===== src/rtl/run_ctrl.sv =====
// Run sequencer for the 3BC processor: start/stop handshake, PC/commit gating,
// optional memory stall cycle, and cycle/instruction/watchdog counters.
module run_ctrl #(
    parameter int CW         = 16,
    parameter int MAX_CYCLES = 50000,
    parameter bit MEM_STALL  = 1'b1
) (
    input  logic          Clk,
    input  logic          Reset,
    input  logic          Start,
    input  logic          HaltReq,
    input  logic          MemOp,
    output logic          PcEn,
    output logic          PgmRst,
    output logic          CommitEn,
    output logic          Ack,
    output logic          Timeout,
    output logic [CW-1:0] CycleCt,
    output logic [CW-1:0] InstCt
);

    typedef enum logic [2:0] {
        S_IDLE,
        S_ARMED,
        S_RUN,
        S_MEM,
        S_DONE
    } state_t;

    localparam logic [CW-1:0] CT_MAX  = '1;
    localparam logic [CW-1:0] WD_LAST = CW'(MAX_CYCLES - 1);

    state_t        r_state;
    logic [CW-1:0] r_cycle_ct;
    logic [CW-1:0] r_inst_ct;
    logic          r_timeout;
    logic          r_pgm_rst;
    logic          r_ack;

    logic w_active;
    logic w_halt;
    logic w_stall;
    logic w_wd;
    logic w_advance;

    assign w_active  = (r_state == S_RUN) || (r_state == S_MEM);
    // Halt and stall are decoded only in RUN; in MEM the held instruction is finishing.
    assign w_halt    = (r_state == S_RUN) && HaltReq;
    assign w_stall   = (r_state == S_RUN) && MemOp && MEM_STALL;
    assign w_wd      = w_active && (r_cycle_ct == WD_LAST);
    assign w_advance = w_active && !Reset && !Start && !w_halt && !w_wd && !w_stall;

    assign PcEn     = w_advance;
    assign CommitEn = w_advance;
    assign PgmRst   = r_pgm_rst;
    assign Ack      = r_ack;
    assign Timeout  = r_timeout;
    assign CycleCt  = r_cycle_ct;
    assign InstCt   = r_inst_ct;

    function automatic logic [CW-1:0] sat_inc(input logic [CW-1:0] v);
        return (v == CT_MAX) ? v : v + CW'(1);
    endfunction

    // NOTE: all state updates use non-blocking assignments so every register
    // samples pre-edge values regardless of statement order.
    always_ff @(posedge Clk) begin
        if (Reset) begin
            r_state    <= S_IDLE;
            r_cycle_ct <= '0;
            r_inst_ct  <= '0;
            r_timeout  <= 1'b0;
            r_pgm_rst  <= 1'b0;
            r_ack      <= 1'b0;
        end else begin
            case (r_state)
                S_IDLE: begin
                    if (Start) begin
                        r_state   <= S_ARMED;
                        r_pgm_rst <= 1'b1;
                    end
                end
                S_ARMED: begin
                    if (!Start) begin
                        r_state    <= S_RUN;
                        r_pgm_rst  <= 1'b0;
                        r_cycle_ct <= '0;
                        r_inst_ct  <= '0;
                        r_timeout  <= 1'b0;
                    end
                end
                S_RUN, S_MEM: begin
                    if (Start) begin
                        r_state   <= S_ARMED;
                        r_pgm_rst <= 1'b1;
                    end else if (w_halt) begin
                        r_state    <= S_DONE;
                        r_ack      <= 1'b1;
                        r_cycle_ct <= sat_inc(r_cycle_ct);
                        r_inst_ct  <= sat_inc(r_inst_ct);
                    end else if (w_wd) begin
                        r_state   <= S_DONE;
                        r_ack     <= 1'b1;
                        r_timeout <= 1'b1;
                    end else if (w_stall) begin
                        r_state    <= S_MEM;
                        r_cycle_ct <= sat_inc(r_cycle_ct);
                    end else begin
                        r_state    <= S_RUN;
                        r_cycle_ct <= sat_inc(r_cycle_ct);
                        r_inst_ct  <= sat_inc(r_inst_ct);
                    end
                end
                S_DONE: begin
                    if (Start) begin
                        r_state   <= S_ARMED;
                        r_ack     <= 1'b0;
                        r_pgm_rst <= 1'b1;
                    end
                end
                default: begin
                    r_state   <= S_IDLE;
                    r_pgm_rst <= 1'b0;
                    r_ack     <= 1'b0;
                end
            endcase
        end
    end

endmodule

===== config.mk =====
export PLATFORM = sky130hd
export DESIGN_NAME = run_ctrl
export DESIGN_NICKNAME = d
export VERILOG_FILES = /design/src/rtl/run_ctrl.sv
export SDC_FILE = /design/constraint.sdc
export NUM_CORES = 1
export LEC_CHECK = 0
export ABC_AREA = 1
export CAP_MARGIN = 10
export CORE_ASPECT_RATIO = 1.4
export CORE_MARGIN = 2
export CORE_UTILIZATION = 57
export DETAILED_ROUTE_END_ITERATION = 12
export PLACE_DENSITY = 0.95
export SYNTH_ARGS = -nofsm -noshare
export SYNTH_HDL_FRONTEND = slang
export SYNTH_SLANG_ARGS = --single-unit
export TNS_END_PERCENT = 10

===== constraint.sdc =====
create_clock -name Clk -period 4.5 [get_ports Clk]
set_clock_uncertainty 0.15 [all_clocks]
set_input_delay 1.125 -clock Clk [delete_from_list [all_inputs] [get_ports Clk]]
set_output_delay 1.125 -clock Clk [all_outputs]
set_load 0.01 [all_outputs]

==> flow_summary.ini, run 1 <==
[status]
status = complete, no violations

[sta]
slew_violations = 0
setup_viol = 0
slew_headroom_pct = 51.4
tightest_slew_ps = 727
period_share_pct = 90.0
fmax_mhz = 247
min_period_ps = 4050
rsz0062_at_grt = false
setup_tns_ps = 0
holdWs_ps = 312
hold_violations = 0

[synth]
muxShareOfSynthArea_pct = 0
synth_top_family_by_area = simple AND/OR/NAND/NOR gates
synth_top_area_share_pct = 30.6
synth_ff_type = dfxtp_1
synth.distinct_cells = 32
async_reset_ff_share_pct = 0
ys_seq_area_share_pct = 30.6
synth_area_sq_um = 2490
yosysWarnings = 0
synth-simple-area-share_pct = 44.9
ys_ff_latch = 38
synth_nets = 405
syn_area_per_cell_sq_um = 6.25
syn_inst = 398
ys_top_cells_by_area = dfxtp_1 31%, nand2_1 17%, nor2_1 11%
synth_top_area_cell = dfxtp_1
synthAdderAreaFrac_pct = 1.01
synth_most_common_cell = nand2_1
synth-compound-area-share_pct = 9.45
synth_edf_count = 0
synth_xor_area_share_pct = 5.28
synthTopCellsByCount = 116 x nand2_1, 72 x nor2_1, 38 x dfxtp_1

[setup_path]
cp.depth = 5
cp-start-kind = primary input
crit_buf_inv = 3
r2r-start = CycleCt[0]
crit_path_frequent_cell = clkdlybuf4s50_1
cp.arrival_ps = 2770
cp-end-kind = primary output
rrSetupSlack_ps = 2230
cpMaxStageDelayCell = clkdlybuf4s50_1
required_ps = 3220
crit_family = buffers and inverters
worstReg2RegEnd = CycleCt[1]
cpPeakStageDelay_ps = 580
rr_worst_depth = 9
path_cells = clkdlybuf4s50_1, inv_1, nand4_1, nor3_1, clkdlybuf4s50_1
critPathMaxFanout = 6
critPathKind = primary input to primary output

[finish]
utilization_pct = 70.3
n_antenna_cell = 0
layout.nets = 440
multi_input_area_sq_um = 1510
area_growth_pct = 18.8
drive_gt1_share_pct = 4.62
seq_area_sq_um = 761
final_cells = 478
fill_cells = 371

[pwr]
power_density_nw_per_um2 = 239
ir_worst_vdd_mv = 0.160
power.leakage_nw = 1.01
fin_total_pwr_mw = 0.705

[global_route]
busiest_layer = met2
use_met2_pct = 47.7
grt_max_degree = 37
grt_util_met3_pct = 4.36
grtUsageTotal_pct = 25.5
grt_overflow_total = 0
antenna_found_initial = 0
grt_pass1_vias = 2311
use_met1_pct = 28.5
grt_pass1_wl_mm = 9.88

[routing]
drtIter0Drc = 146
viasPerCell = 5.51
dr.pass1.iters = 4
drc = 0
drt-total-wl_mm = 6.01
vias = 2635
routedWlPerCell_um = 12.6
drtAntennaViolNets = 0

[job]
drv_cap = 0

[hold_path]
holdPathEnd = Ack
hold_path.class = flip-flop to flip-flop
worstHoldStart = Ack
hold_path_depth = 2

[clock_tree]
clk_pin_slew_worst_paths_ps = 70
htreeDepth = 2
cts.repair.resized = 0
cts_buffers = 5
clk_latency_ps = 290
hold_buffers = 0
tritoncts = built
cts_sinks = 38
clockBufferDepth = 2
post_cts_buffers = 0
ctsRootBufferMaster = clkbuf_8

[floorplan]
chipWidth_um = 59.8
rows = 28
io_pins = 42
dieArea_sq_um = 4920
core-area_sq_um = 4200
start_util_pct = 59.2
die_h_um = 82.2

[placed_design]
placed_cells = 471
port-buffer-count = 41
dp_hpwl_mm = 4.27
gp_congestion = 0.918
tightest hold or removal path: cells and delay by family, from the launching register on:
kind | cells | cell delay, ps
compound gates | 1 | 50
simple gates | 1 | 60
flops | 1 | 310
per-stage QoR:
step                      worst slack [ps]  area, sq um
after floorplan                       1350         2490
after global placement                 542         2880
after detailed placement               461         2880
after CTS                              461         2960
after global routing                   308         2960
final                                  452         2960
power breakdown:
group / total (mW) / internal (mW) / switching (mW)
clock: 0.225 / 0.107 / 0.118
sequential: 0.356 / 0.346 / 0.0103
combinational: 0.124 / 0.0403 / 0.0841
total: 0.705 / 0.493 / 0.213
state kept, by name, summed over array words and instances, names as in the netlist:
register  flops
Timeout       1
r_state       3
CycleCt      16
PgmRst        1
InstCt       16
Ack           1
routing by layer:
layer	part of all wire, %	wire length (um)
met5	0	0
met4	1.2	75
met3	5.0	303
met2	54	3250
met1	40	2370
cell families (layout without fill, tap and decap cells):
| logic type | count (synthesis) | count (layout) |
|---|---|---|
| simple gates | 250 | 250 |
| buf+inv | 49 | 84 |
| compound gates | 44 | 44 |
| flops | 38 | 38 |
| xor+xnor | 15 | 15 |
| fa+ha+maj | 2 | 2 |
how the worst max path moves through the flow:
stage               endpoint  startpoint  slack, ps
floorplan               PcEn     HaltReq       1350
global placement    CommitEn       Start        540
detailed placement      PcEn       Start        460
CTS                     PcEn       Start        460
global route            PcEn       Start        310
finish                  PcEn       Start        450
cell usage in the layout (no fill, tap or decap), drive strengths merged:
master	count
nor3b	2
and2	1
inv	34
xnor2	2
dfxtp	38
o31ai	1
o21ai	4
o21a	1
o21bai	1
buf	2
xor2	13
clkdlybuf4s50	41
nand4	18
nor2	75
nand2	118
nor3	5
a211oi	2
o211ai	1
ha	2
nand3	31
a21oi	34
clkbuf	7
area by class of cell:
class,count,share of cell area [%]
clock buffers,7,2.58
repair buffers,43,14.4
flip-flops and latches,38,25.7
multi-input cells,311,51.1
inverters,34,4.32
well taps,45,1.91
Power figures use the tool's default switching activity.
==> run 2: changes to the inputs <==
==> constraint.sdc (replaced) <==
create_clock -name Clk -period 4.7 [get_ports Clk]
set_clock_uncertainty 0.15 [all_clocks]
set_input_delay 1.175 -clock Clk [delete_from_list [all_inputs] [get_ports Clk]]
set_output_delay 1.175 -clock Clk [all_outputs]
set_load 0.01 [all_outputs]
==> run 2 against run 1 <==
Effect of this change:
- clock power is 5% higher
- cell area grew 0.25%
- cell count unchanged
- via count is 0.11% higher
- utilization is 0.18 points higher
- critical path type unchanged
- critical endpoint unchanged
- largest cell class unchanged
==> flow_summary.ini, run 2 (synthesized netlist as in run 1, its figures left out) <==
[setup_path]
rrSetupSlack_ps = 2050
rr_worst_depth = 9
cp.arrival_ps = 2850
r2r-start = r_state[2]
critPathMaxFanout = 6
critPathKind = primary input to primary output
worstReg2RegEnd = CycleCt[5]
cp-start-kind = primary input
cp-end-kind = primary output
required_ps = 3380

[global_route]
grt_pass1_wl_mm = 10.3
grt_util_met3_pct = 4.36
use_met1_pct = 30.5
grtUsageTotal_pct = 26.8
grt_max_degree = 37
busiest_layer = met2
antenna_found_initial = 0
grt_pass1_vias = 2388
grt_overflow_total = 0
use_met2_pct = 48.7

[floorplan]
die_h_um = 82.2
io_pins = 42
rows = 28
core-area_sq_um = 4200
chipWidth_um = 59.8
start_util_pct = 59.2
dieArea_sq_um = 4920

[clock_tree]
cts.repair.resized = 0
htreeDepth = 2
clockBufferDepth = 2
post_cts_buffers = 0
clk_latency_ps = 300
cts_sinks = 38
tritoncts = built
hold_buffers = 0
cts_buffers = 5
clk_pin_slew_worst_paths_ps = 70
ctsRootBufferMaster = clkbuf_8

[finish]
fill_cells = 342
area_growth_pct = 19.1
seq_area_sq_um = 761
final_cell_mix = 116 x nand2_1, 72 x nor2_1, 41 x clkdlybuf4s50_1
layout.nets = 439
mostFrequentLayoutCell = nand2_1
drive_gt1_share_pct = 4.85
n_antenna_cell = 0
multi_input_area_sq_um = 1510

[placed_design]
gp_congestion = 0.905
port-buffer-count = 41
dp_hpwl_mm = 4.31
dp_slack_ps = 558

[routing]
vias = 2638
drtIter0Drc = 156
drc = 0
drt-total-wl_mm = 6.30
viasPerCell = 5.52
dr.pass1.iters = 5
drtAntennaViolNets = 0
routedWlPerCell_um = 13.2

[sta]
hold_violations = 0
setup_viol = 0
slew_headroom_pct = 48.7
setup_tns_ps = 0
period_share_pct = 88.8
min_period_ps = 4170
tightest_slew_ps = 768
fmax_mhz = 240
setup_ws_ps = 528
rsz0062_at_grt = false
slew_violations = 0

[hold_path]
worstHoldStart = Ack
hold_path.class = flip-flop to flip-flop
holdPathEnd = Ack
hold_path_depth = 2

[pwr]
power_density_nw_per_um2 = 235
power.leakage_nw = 1.02
ir_worst_vdd_mv = 0.208

[job]
drv_cap = 0

[status]
status = complete, no violations
run 2: stage by stage:
step	utilization (%)	total power [mW]	hold slack [ps]	instances	area [sq um]
2_1_floorplan	-	0.437	333	398	2490
5_1_grt	70.5	0.729	335	478	2960
3_3_place_gp	68.3	0.462	302	470	2870
3_5_place_dp	68.3	0.465	302	470	2870
6_report	70.5	0.697	311	478	2960
4_1_cts	70.5	0.695	318	478	2960
run 2: critical path: stages:
cell and delay, ps:
clkdlybuf4s50_1 530, inv_1 160, nand4_1 120, nor3_1 250, clkdlybuf4s50_1 610
run 2: worst max-delay path by stage:
stage | startpoint | slack [ps] | end | depth (start not counted)
6_report | Start | 530 | PcEn | 5
5_1_grt | Start | 440 | PcEn | 5
4_1_cts | Start | 550 | PcEn | 5
3_5_place_dp | Start | 560 | PcEn | 5
3_3_place_gp | Start | 630 | CommitEn | 5
2_1_floorplan | HaltReq | 1450 | PcEn | 4
run 2: power by group:
| group | switching, mW | internal (mW) | total, mW |
|---|---|---|---|
| combinational | 0.0816 | 0.0377 | 0.119 |
| clock | 0.119 | 0.118 | 0.237 |
| sequential | 0.00930 | 0.331 | 0.340 |
| total | 0.210 | 0.487 | 0.697 |
run 2: layout make-up:
cell class                      instances  area share (%)
Multi-Input combinational cell        311            50.9
Sequential cell                        38            25.7
Timing Repair Buffer                   42            14.1
Inverter                               34            4.31
Clock buffer                            7            2.91
Tap cell                               45            1.90
Clock inverter                          1           0.169
run 2: metal layers:
metal | vias to the layer above | share of wire, %
met5 | - | 0
met4 | 0 | 1.4
met3 | 9 | 5.5
met2 | 103 | 53
met1 | 1183 | 40
li1 | 1343 | -
